<file path="config.mk">
export PLATFORM = sky130hd
export DESIGN_NAME = if_stage_s
export DESIGN_NICKNAME = d
export VERILOG_FILES = /design/src/rtl/if_stage_s.sv
export SDC_FILE = /design/constraint.sdc
export NUM_CORES = 1
export LEC_CHECK = 0
export CELL_PAD_IN_SITES_DETAIL_PLACEMENT = 1
export CELL_PAD_IN_SITES_GLOBAL_PLACEMENT = 2
export CORE_ASPECT_RATIO = 1.5
export CORE_UTILIZATION = 25
export DETAILED_ROUTE_END_ITERATION = 8
export PLACE_DENSITY_LB_ADDON = 0.1
export SLEW_MARGIN = 20
export SYNTH_ARGS = -nofsm -noshare
export SYNTH_HDL_FRONTEND = slang
export SYNTH_SLANG_ARGS = --single-unit
</file>
<file path="constraint.sdc">
create_clock -name clk -period 2.4 [get_ports clk]
set_input_delay 0.48 -clock clk [delete_from_list [all_inputs] [get_ports clk]]
set_output_delay 0.48 -clock clk [all_outputs]
set_load 0.1 [all_outputs]
</file>
<file path="src/rtl/if_stage_s.sv">
// ---------------------------------------------------------------------------
// if_stage_s -- instruction-fetch stage of the 5-stage pipeline.
//
// Owns the program counter, issues word-aligned fetch requests to instruction
// memory over a valid/ready handshake and loads the IF/ID pipeline register.
// A load-use stall holds the stage; an EX-stage redirect (flush) loads a new
// PC and forces a bubble. If a redirect arrives while a request is still
// outstanding, the DRAIN state keeps the old address on the bus until the
// stale response returns and then discards it.
//
// Parameters:
//   RESET_PC      PC value after reset
//   NOP_INSTR     bubble encoding written into IF/ID
// Ports:
//   clk           single clock, rising edge
//   rst           synchronous active-high reset
//   stall         hold request from the hazard detection unit
//   flush         taken branch/jump resolved in EX
//   branch_target redirect PC, valid with flush (bits [1:0] ignored)
//   imem_req      fetch request valid
//   imem_addr     fetch byte address (word aligned)
//   imem_ready    memory response valid this cycle
//   imem_instr    instruction data, valid with imem_ready
//   ifid_pc       IF/ID register: PC of the instruction
//   ifid_instr    IF/ID register: instruction word
//   ifid_valid    IF/ID register holds a real instruction (0 = bubble)
// ---------------------------------------------------------------------------
module if_stage_s #(
  parameter logic [31:0] RESET_PC  = 32'h0000_0000,
  parameter logic [31:0] NOP_INSTR = 32'h0000_0013
) (
  input  logic        clk,
  input  logic        rst,
  input  logic        stall,
  input  logic        flush,
  input  logic [31:0] branch_target,
  output logic        imem_req,
  output logic [31:0] imem_addr,
  input  logic        imem_ready,
  input  logic [31:0] imem_instr,
  output logic [31:0] ifid_pc,
  output logic [31:0] ifid_instr,
  output logic        ifid_valid
);

  typedef enum logic {
    RUN   = 1'b0,
    DRAIN = 1'b1
  } state_e;

  state_e      state_q, state_d;
  logic [31:0] pc_q, pc_d;
  logic [31:0] drain_addr_q, drain_addr_d;
  logic        req_en_q, req_en_d;
  logic [31:0] ifid_pc_q, ifid_pc_d;
  logic [31:0] ifid_instr_q, ifid_instr_d;
  logic        ifid_valid_q, ifid_valid_d;

  logic [31:0] target;
  logic        xfer;

  // Redirect targets are forced word aligned.
  assign target = branch_target & ~32'h0000_0003;
  // A transaction only completes while a request is actually being driven.
  assign xfer   = req_en_q & imem_ready;

  assign imem_req   = req_en_q;
  assign imem_addr  = (state_q == DRAIN) ? drain_addr_q : pc_q;
  assign ifid_pc    = ifid_pc_q;
  assign ifid_instr = ifid_instr_q;
  assign ifid_valid = ifid_valid_q;

  always_comb begin
    // NOTE: every signal written here gets a default first, so no path can
    // leave one unassigned and infer a latch.
    state_d      = state_q;
    pc_d         = pc_q;
    drain_addr_d = drain_addr_q;
    req_en_d     = 1'b1;
    ifid_pc_d    = ifid_pc_q;
    ifid_instr_d = ifid_instr_q;
    ifid_valid_d = ifid_valid_q;

    unique case (state_q)
      RUN: begin
        if (flush) begin
          pc_d         = target;
          ifid_pc_d    = 32'h0;
          ifid_instr_d = NOP_INSTR;
          ifid_valid_d = 1'b0;
          // The old request is still on the bus: park its address so it
          // stays stable until the stale response is absorbed.
          if (req_en_q && !imem_ready) begin
            drain_addr_d = pc_q;
            state_d      = DRAIN;
          end
        end else if (stall) begin
          // PC and IF/ID hold; a response completing now is dropped and the
          // same address is simply requested again next cycle.
        end else if (xfer) begin
          ifid_pc_d    = pc_q;
          ifid_instr_d = imem_instr;
          ifid_valid_d = 1'b1;
          pc_d         = pc_q + 32'd4;
        end else begin
          ifid_pc_d    = 32'h0;
          ifid_instr_d = NOP_INSTR;
          ifid_valid_d = 1'b0;
        end
      end

      DRAIN: begin
        if (xfer) begin
          state_d = RUN;
        end
        // A further redirect only moves the PC; the parked address belongs
        // to the request still in flight.
        if (flush) begin
          pc_d = target;
        end
        if (flush || !stall) begin
          ifid_pc_d    = 32'h0;
          ifid_instr_d = NOP_INSTR;
          ifid_valid_d = 1'b0;
        end
      end

      default: state_d = RUN;
    endcase
  end

  always_ff @(posedge clk) begin
    // NOTE: state registers use non-blocking assignments so every flop
    // samples pre-edge values regardless of statement order.
    if (rst) begin
      state_q      <= RUN;
      pc_q         <= RESET_PC;
      drain_addr_q <= 32'h0;
      req_en_q     <= 1'b0;
      ifid_pc_q    <= 32'h0;
      ifid_instr_q <= NOP_INSTR;
      ifid_valid_q <= 1'b0;
    end else begin
      state_q      <= state_d;
      pc_q         <= pc_d;
      drain_addr_q <= drain_addr_d;
      req_en_q     <= req_en_d;
      ifid_pc_q    <= ifid_pc_d;
      ifid_instr_q <= ifid_instr_d;
      ifid_valid_q <= ifid_valid_d;
    end
  end

endmodule

</file>
; After elaboration in Yosys (flattened, before gate mapping)
; Cells that the tools add are included.
[totals]
register_bits = 131
out_inout_bits = 98
[classes]
add_sub_neg = 1
eq_ne = 4
muxes = 26
bitwise_logic = 2
reduce_logical = 7
[ops]
columns = cell, n
row1 = $mux W32, 13
row2 = $pmux W32 S2, 3
row3 = $add A32 B3 Y32 const B, 1
row4 = $mux W1, 8
row5 = $ne A3 B3 Y1 const B, 2
row6 = $reduce_and A3 Y1, 2
row7 = $pmux W1 S2, 2
row8 = $logic_not A1 Y1, 2
row9 = $ne A2 B1 Y1 const B, 1
row10 = $ne A2 B2 Y1 const B, 1
row11 = $reduce_and A2 Y1, 1
row12 = $and A1 B1 Y1, 1
row13 = $logic_and A1 B1 Y1, 1
row14 = $logic_or A1 B1 Y1, 1
row15 = $not A1 Y1, 1

; Depth between registers and ports, before layout
; Gate-level depths: netlist of run 1.
[depth]
word_depth = 5
mapped_depth = 8
depth_no_buf = 6

; Worst setup path after synthesis of run 1
; OpenSTA, ideal clock, no wires.
[synth_timing]
path_kind = register to output
start = register state_q
end = output imem_addr[17]
arrival_time_ns = 2.863
slack_ns = -0.943
path_stages_with_launch = 4
n_path_buf = 2
path_cell_list = dfxtp_1 clkbuf_1 buf_1 o21ai_0
[synth_via]
elab_chain_cells = 1
[synth_rtl]
columns = element, line
row1 = start: declaration, 51  ; state_e state_q, state_d;
row2 = start signal: assignment, 144  ; state_q <= state_d;
row3 = $mux W32, 68  ; assign imem_addr = (state_q == DRAIN) ? drain_addr_q : pc_q;
row4 = end: declaration, 38  ; output logic [31:0] imem_addr,
; No other way between the ends.

; Worst setup path in the final report of run 1
[layout_timing]
start = register state_q
end = output imem_addr[25]
; Same word-level chain as after synthesis.

==> metrics, run 1 <==
hpwl dp 15100 µm; LEAKAGE 3.20 nW; final layout net count 891; port buffer count 162; Worst slew margin 45.1%; Slew @ Worst Pin 0.824 ns; Peak VDD IR 0.421 mV; Final min period 2.20 ns; DRT Wirelength 20800 µm; Post-synth top cells dfxtp_1 (126), nand2_1 (104), nor2_1 (88), a22oi_1 (63), a21oi_1 (45); Worst Skew 0.00746 ns; Std-Cell Rows 66; fin crit share 91.8%; Clock Latency Late Sink 0.42 ns; drt pass-1 iters 4; critical path, cell by cell buf_12 > mux2_2 > buf_12; final hold slack 0.267 ns; CP arrival 1.72 ns; Critical Setup Path Class reg2out; top_reg_cell synth dfxtp_1; chip height 186 µm; Die X 125 µm; drt drc 0; total CTS buffers 17; leading cell type by number of instances after synthesis dfxtp_1; Root Buffer clkbuf_16; Fmax 454 MHz; synthesized flop and latch total 126; hold path start rst; min-delay worst type in2reg; Syn-to-layout area delta 49.0%; grt total ovfl 0; Seq/Total Area, Yosys 44.8%; Ys Warns 0; Final setup viols 0; Max-Cap Viols 0; Setup Buffers After CTS 0; RePlAce Congestion 0.769; layout cells sized above 1 26.3%; Synth area leaders dfxtp_1 (45%), a22oi_1 (8.4%), nand2_1 (6.9%), nor2_1 (5.9%), mux2_2 (5.6%); CP endpoint kind output port; global-route wire length before repair 32600 µm; Starting Density 25.7%; Setup crit start kind register; pin count of the biggest net entering global routing 77; Sw Share 29.7%; synthesized netlist cell count 657; Logic pwr share 18.6%; # diodes 0; clk slew on worst S/H paths 0.06 ns; clk buf depth 2; Req. time, crit path 1.92 ns; RSZ-0062 raised after global routing no; design area 0.00839 mm²; Critical Path Fanout Max 20; internal power 4.03 mW; Net Switching 1.70 mW; sequential power share 38.8%; Most common cell on crit path buf_12; vias in the first global route 5887; outcome finished, final reports clean; antenna-violating nets left 0; Syn Area/Cell 8.57 µm²; Iter 0 DRT Violations 219; placed cell areas 0.00783 mm²; Post-Syn Area 0.00563 mm²; FFs w/ async S/R, synth 0%; Reg-to-Reg Start pc_q[18]$_SDFFE_PP0P_; CTS tree built; Post-synth EDFFs 0; final hold vios 0; Synth top area share 44.8%; Die Area 0.0231 mm²; worst setup path start state_q$_SDFF_PP0_; vias per std cell 5.00; WL per Instance 18.8 µm; initial antenna violation count 0; synth unique cells 67; IO Pins 167; core area 0.0219 mm²; power density cells 683 mW/mm²; H-tree levels 4; via count 5531; Pins Over Slew Limit 0; Critical Path Max Stage Delay 0.53 ns; CP max-delay cell dfxtp_4; clk sink count 126; Clock Power Share 42.6%; cell accounting for the most synthesized area dfxtp_1; global-route usage over all layers 18.3%
==> path summary, 6_finish.rpt <==
check	endpoint	slack, ns	depth (start not counted)
worst max-delay path	imem_addr[25]	0.20	3
worst min-delay path	state_q$_SDFF_PP0_	0.27	2
worst max register to register	pc_q[20]$_SDFFE_PP0P_	0.47	5
worst min register to register	drain_addr_q[16]$_SDFFE_PP0P_	0.45	2
==> kinds of logic (layout without fill, tap and decap cells) <==
family                     after synthesis  in the layout  share of synthesized area (%)
xor gates and xnor gates                 8              8                           1.25
and+or+nand+nor                        262            262                           22.3
other                                    1              2                         0.0666
AOI/OAI and AO/OA                      161            161                           19.4
muxes                                   32             32                           6.31
adders and majority gates                1              1                          0.222
buffers and inverters                   66            242                           5.62
DFF                                    126            126                           44.8
==> state kept, by name, summed over array words and instances, names as in the netlist <==
register      count
state_q           1
drain_addr_q     30
pc_q             30
ifid_pc          31
imem_req          1
ifid_instr       32
ifid_valid        1
==> power by group through the flow <==
stage                     logic, mW  clock network (mW)  registers (mW)
after global placement         1.06                   0            2.27
after global routing           1.12                2.62            2.23
final                          1.06                2.44            2.22
after detailed placement       1.08                   0            2.27
after CTS                      1.08                2.51            2.22
after floorplan               0.568                   0            2.31
==> through the flow <==
step	setup slack (ns)	TNS [ns]	utilization (%)	total power [mW]	instances
finish	0.197	0	38.3	5.73	1106
detailed placement	0.0151	0	35.8	3.34	1074
global placement	0.0863	0	35.8	3.33	1074
CTS	0.145	0	38.3	5.81	1106
global route	0.138	0	38.3	5.97	1106
floorplan	-0.190	-0.380	-	2.88	658
==> layout make-up <==
type	count	area, µm²
Multi-Input combinational cell	466	2810
Sequential cell	126	2530
Inverter	5	18.8
Timing Repair Buffer	205	2140
Clock inverter	9	87.6
Tap cell	272	340
Fill cell	2506	13500
Clock buffer	23	468
==> critical path: cells and delay by family (launching register included) <==
kind | cells | cell delay (ns)
buffers and inverters | 2 | 0.38
flip-flops | 1 | 0.53
multiplexers | 1 | 0.38
==> what timing repair did <==
| action | 4_1_cts | 5_1_grt |
|---|---|---|
| resized for setup | 1 | 0 |
| hold buffers | 0 | 0 |
| setup endpoints to repair | 15 | 0 |
==> layer usage <==
metal	vias up	GRT usage [%]	part of all wire [%]
met4	0	6.65	2.2
met2	120	35.3	55
met5	-	0	0
met3	33	3.79	3.3
met1	2713	19.3	40
li1	2665	-	-
==> placed cells by master, fill, tap and decap left out, types with 3 or more instances in the layout <==
| master | n |
|---|---|
| nor3_2 | 3 |
| or4_1 | 3 |
| mux2_2 | 28 |
| a32oi_1 | 5 |
| buf_12 | 35 |
| and3_1 | 6 |
| clkbuf_16 | 17 |
| nor2_1 | 88 |
| inv_1 | 3 |
| buf_4 | 105 |
| o22ai_1 | 5 |
| mux2i_1 | 4 |
| xnor2_1 | 7 |
| nor3_1 | 6 |
| o21ai_0 | 12 |
| a21oi_1 | 45 |
| clkbuf_1 | 4 |
| a211oi_1 | 3 |
| a22oi_1 | 63 |
| nand2_1 | 104 |
| clkinvlp_4 | 4 |
| o211ai_1 | 4 |
| dfxtp_1 | 125 |
| and2_1 | 3 |
| clkdlybuf4s50_1 | 65 |
| nand4_1 | 10 |
| a32o_1 | 4 |
| nand3_1 | 11 |
Power figures use the tool's default switching activity.
==> inputs of run 2 (changes only) <==
Settings changed: CELL_PAD_IN_SITES_DETAIL_PLACEMENT 1 to 0, CELL_PAD_IN_SITES_GLOBAL_PLACEMENT 2 to 1, CORE_UTILIZATION 25 to 35.
==> metrics, run 2 (same netlist as run 1, synthesis figures left out) <==
Pins Over Slew Limit 0 (unchanged); final layout net count 889 (-0.22%); Req. time, crit path 1.92 ns (about the same); Slew @ Worst Pin 0.607 ns (-0.217 ns); final hold vios 0 (unchanged); CTS tree built; CP arrival 1.54 ns (-0.18 ns); Multi-input gate area 0.00281 mm² (unchanged); vias in the first global route 5182 (-12%); min-delay worst type in2reg; hpwl dp 12700 µm (-16%); commonest non-fill, non-tap cell in the layout dfxtp_1; IO Pins 167 (unchanged); Setup Buffers After CTS 0 (unchanged); LEAKAGE 3.19 nW (-0.36%); Reg-to-Reg Start pc_q[9]$_SDFFE_PP0P_; Root Buffer clkbuf_16; Worst slew margin 59.5% (+14 points); RSZ-0062 raised after global routing no; grt total ovfl 0 (unchanged); Iter 0 DRT Violations 294 (+34%); max FFs per register 32 (unchanged); DRT Wirelength 17500 µm (-16%); port buffer count 162 (unchanged); sequential standard cell area 0.00252 mm² (about the same); clk buf depth 2 (unchanged); Worst Hold Depth 2 (unchanged); power density cells 686 mW/mm² (+0.37%); clk sink count 126 (unchanged); H-tree levels 4 (unchanged); CP endpoint kind output port; Starting Density 35.9% (+10 points); via count 5413 (-2.1%); Final min period 2.02 ns (-0.182 ns); core area 0.0157 mm² (-28%); layout cells sized above 1 26.1% (-0.17 points); hold path start rst; fillers 1508 (-40%); final hold slack 0.427 ns (+0.159 ns); antenna-violating nets left 0 (unchanged); drt drc 0 (unchanged); Syn-to-layout area delta 46.8%; outcome finished, final reports clean; Setup crit start kind register; RePlAce Congestion 0.851 (+11%); Die X 106 µm (-15%); fin crit share 84.2% (-7.6 points); clk slew on worst S/H paths 0.06 ns (about the same); Max-Cap Viols 0 (unchanged); total CTS buffers 17 (unchanged); Fmax 495 MHz (+9.0%); Std-Cell Rows 56 (-15%); # diodes 0 (unchanged); path depth of the worst reg2reg path 5 (unchanged); hold endpoint ifid_pc[31]$_SDFFE_PP0P_; chip height 157 µm (-15%); initial antenna violation count 0 (unchanged); most frequent cells in the layout dfxtp_1 (125), nand2_1 (104), buf_4 (104), nor2_1 (88), clkdlybuf4s50_1 (65); WL per Instance 17.0 µm (-9.5%); Critical R2R Capture pc_q[22]$_SDFFE_PP0P_; Worst Skew 0.00722 ns (-0.000238 ns); worst setup path start state_q$_SDFF_PP0_; vias per std cell 5.25 (+5.0%); Peak VDD IR 0.330 mV (-22%); Critical Path Fanout Max 30 (+50%); Critical Setup Path Class reg2out; global-route usage over all layers 21.1% (+2.8 points); Final setup viols 0 (unchanged); Die Area 0.0166 mm² (-28%); Clock Latency Late Sink 0.41 ns (about the same); setup slack, reg-to-reg 0.47 ns (about the same); total power 5.67 mW (-1.1%); global-route wire length before repair 27200 µm (-17%); pin count of the biggest net entering global routing 59 (-23%); post-CTS sizing 0 (-1); hold_buf cts 0 (unchanged); drt pass-1 iters 5 (+1)
run 2: power breakdown:
part           switching, mW  leakage (nW)  internal (mW)  total (mW)
registers             0.0700          1.02           2.15        2.22
logic                  0.645          1.91          0.404        1.05
clock network          0.893         0.262           1.51        2.40
total                   1.61          3.19           4.06        5.67
run 2: worst max-delay path, stage by stage, from the launching register on:
cell and delay (ns):
dfxtp_2 0.35, buf_12 0.20, mux2_2 0.39, buf_12 0.17
run 2: final cells by class:
type                       count  area share (%)
sequential                   126            30.5
clock inverter                 6           0.757
multi-input combinational    466            34.0
inverter                       5           0.227
tap                          203            3.07
clock buffer                  22            5.86
timing repair buffer         203            25.6
run 2: metrics by stage:
step | TNS (ns) | utilization, % | worst slack (ns) | area, µm² | cells
after global routing | 0 | 52.6 | 0.319 | 8260 | 1031
after floorplan | -0.380 | - | -0.190 | 5630 | 658
after global placement | 0 | 49.2 | 0.175 | 7710 | 1003
after CTS | 0 | 52.6 | 0.358 | 8260 | 1031
final | 0 | 52.6 | 0.379 | 8260 | 1031
after detailed placement | 0 | 49.2 | 0.136 | 7710 | 1003
run 2: routing by layer:
metal  track usage [%]  routed length [µm]  vias to the layer above
li1                  -                   -                     2653
met1              24.3                7150                     2564
met2              38.7                9280                      178
met3              4.22                 847                       18
met4              7.08                 229                        0
met5                 0                   0                        -
run 2: worst max-delay path by stage:
stage | cells past startpoint | slack, ns | endpoint
5_1_grt | 5 | 0.32 | pc_q[22]$_SDFFE_PP0P_
6_report | 3 | 0.38 | imem_addr[16]
2_1_floorplan | 3 | -0.19 | imem_addr[17]
3_3_place_gp | 6 | 0.18 | ifid_instr[18]$_SDFFE_PP0P_
4_1_cts | 3 | 0.36 | imem_addr[16]
3_5_place_dp | 6 | 0.14 | ifid_pc[21]$_SDFFE_PP0P_
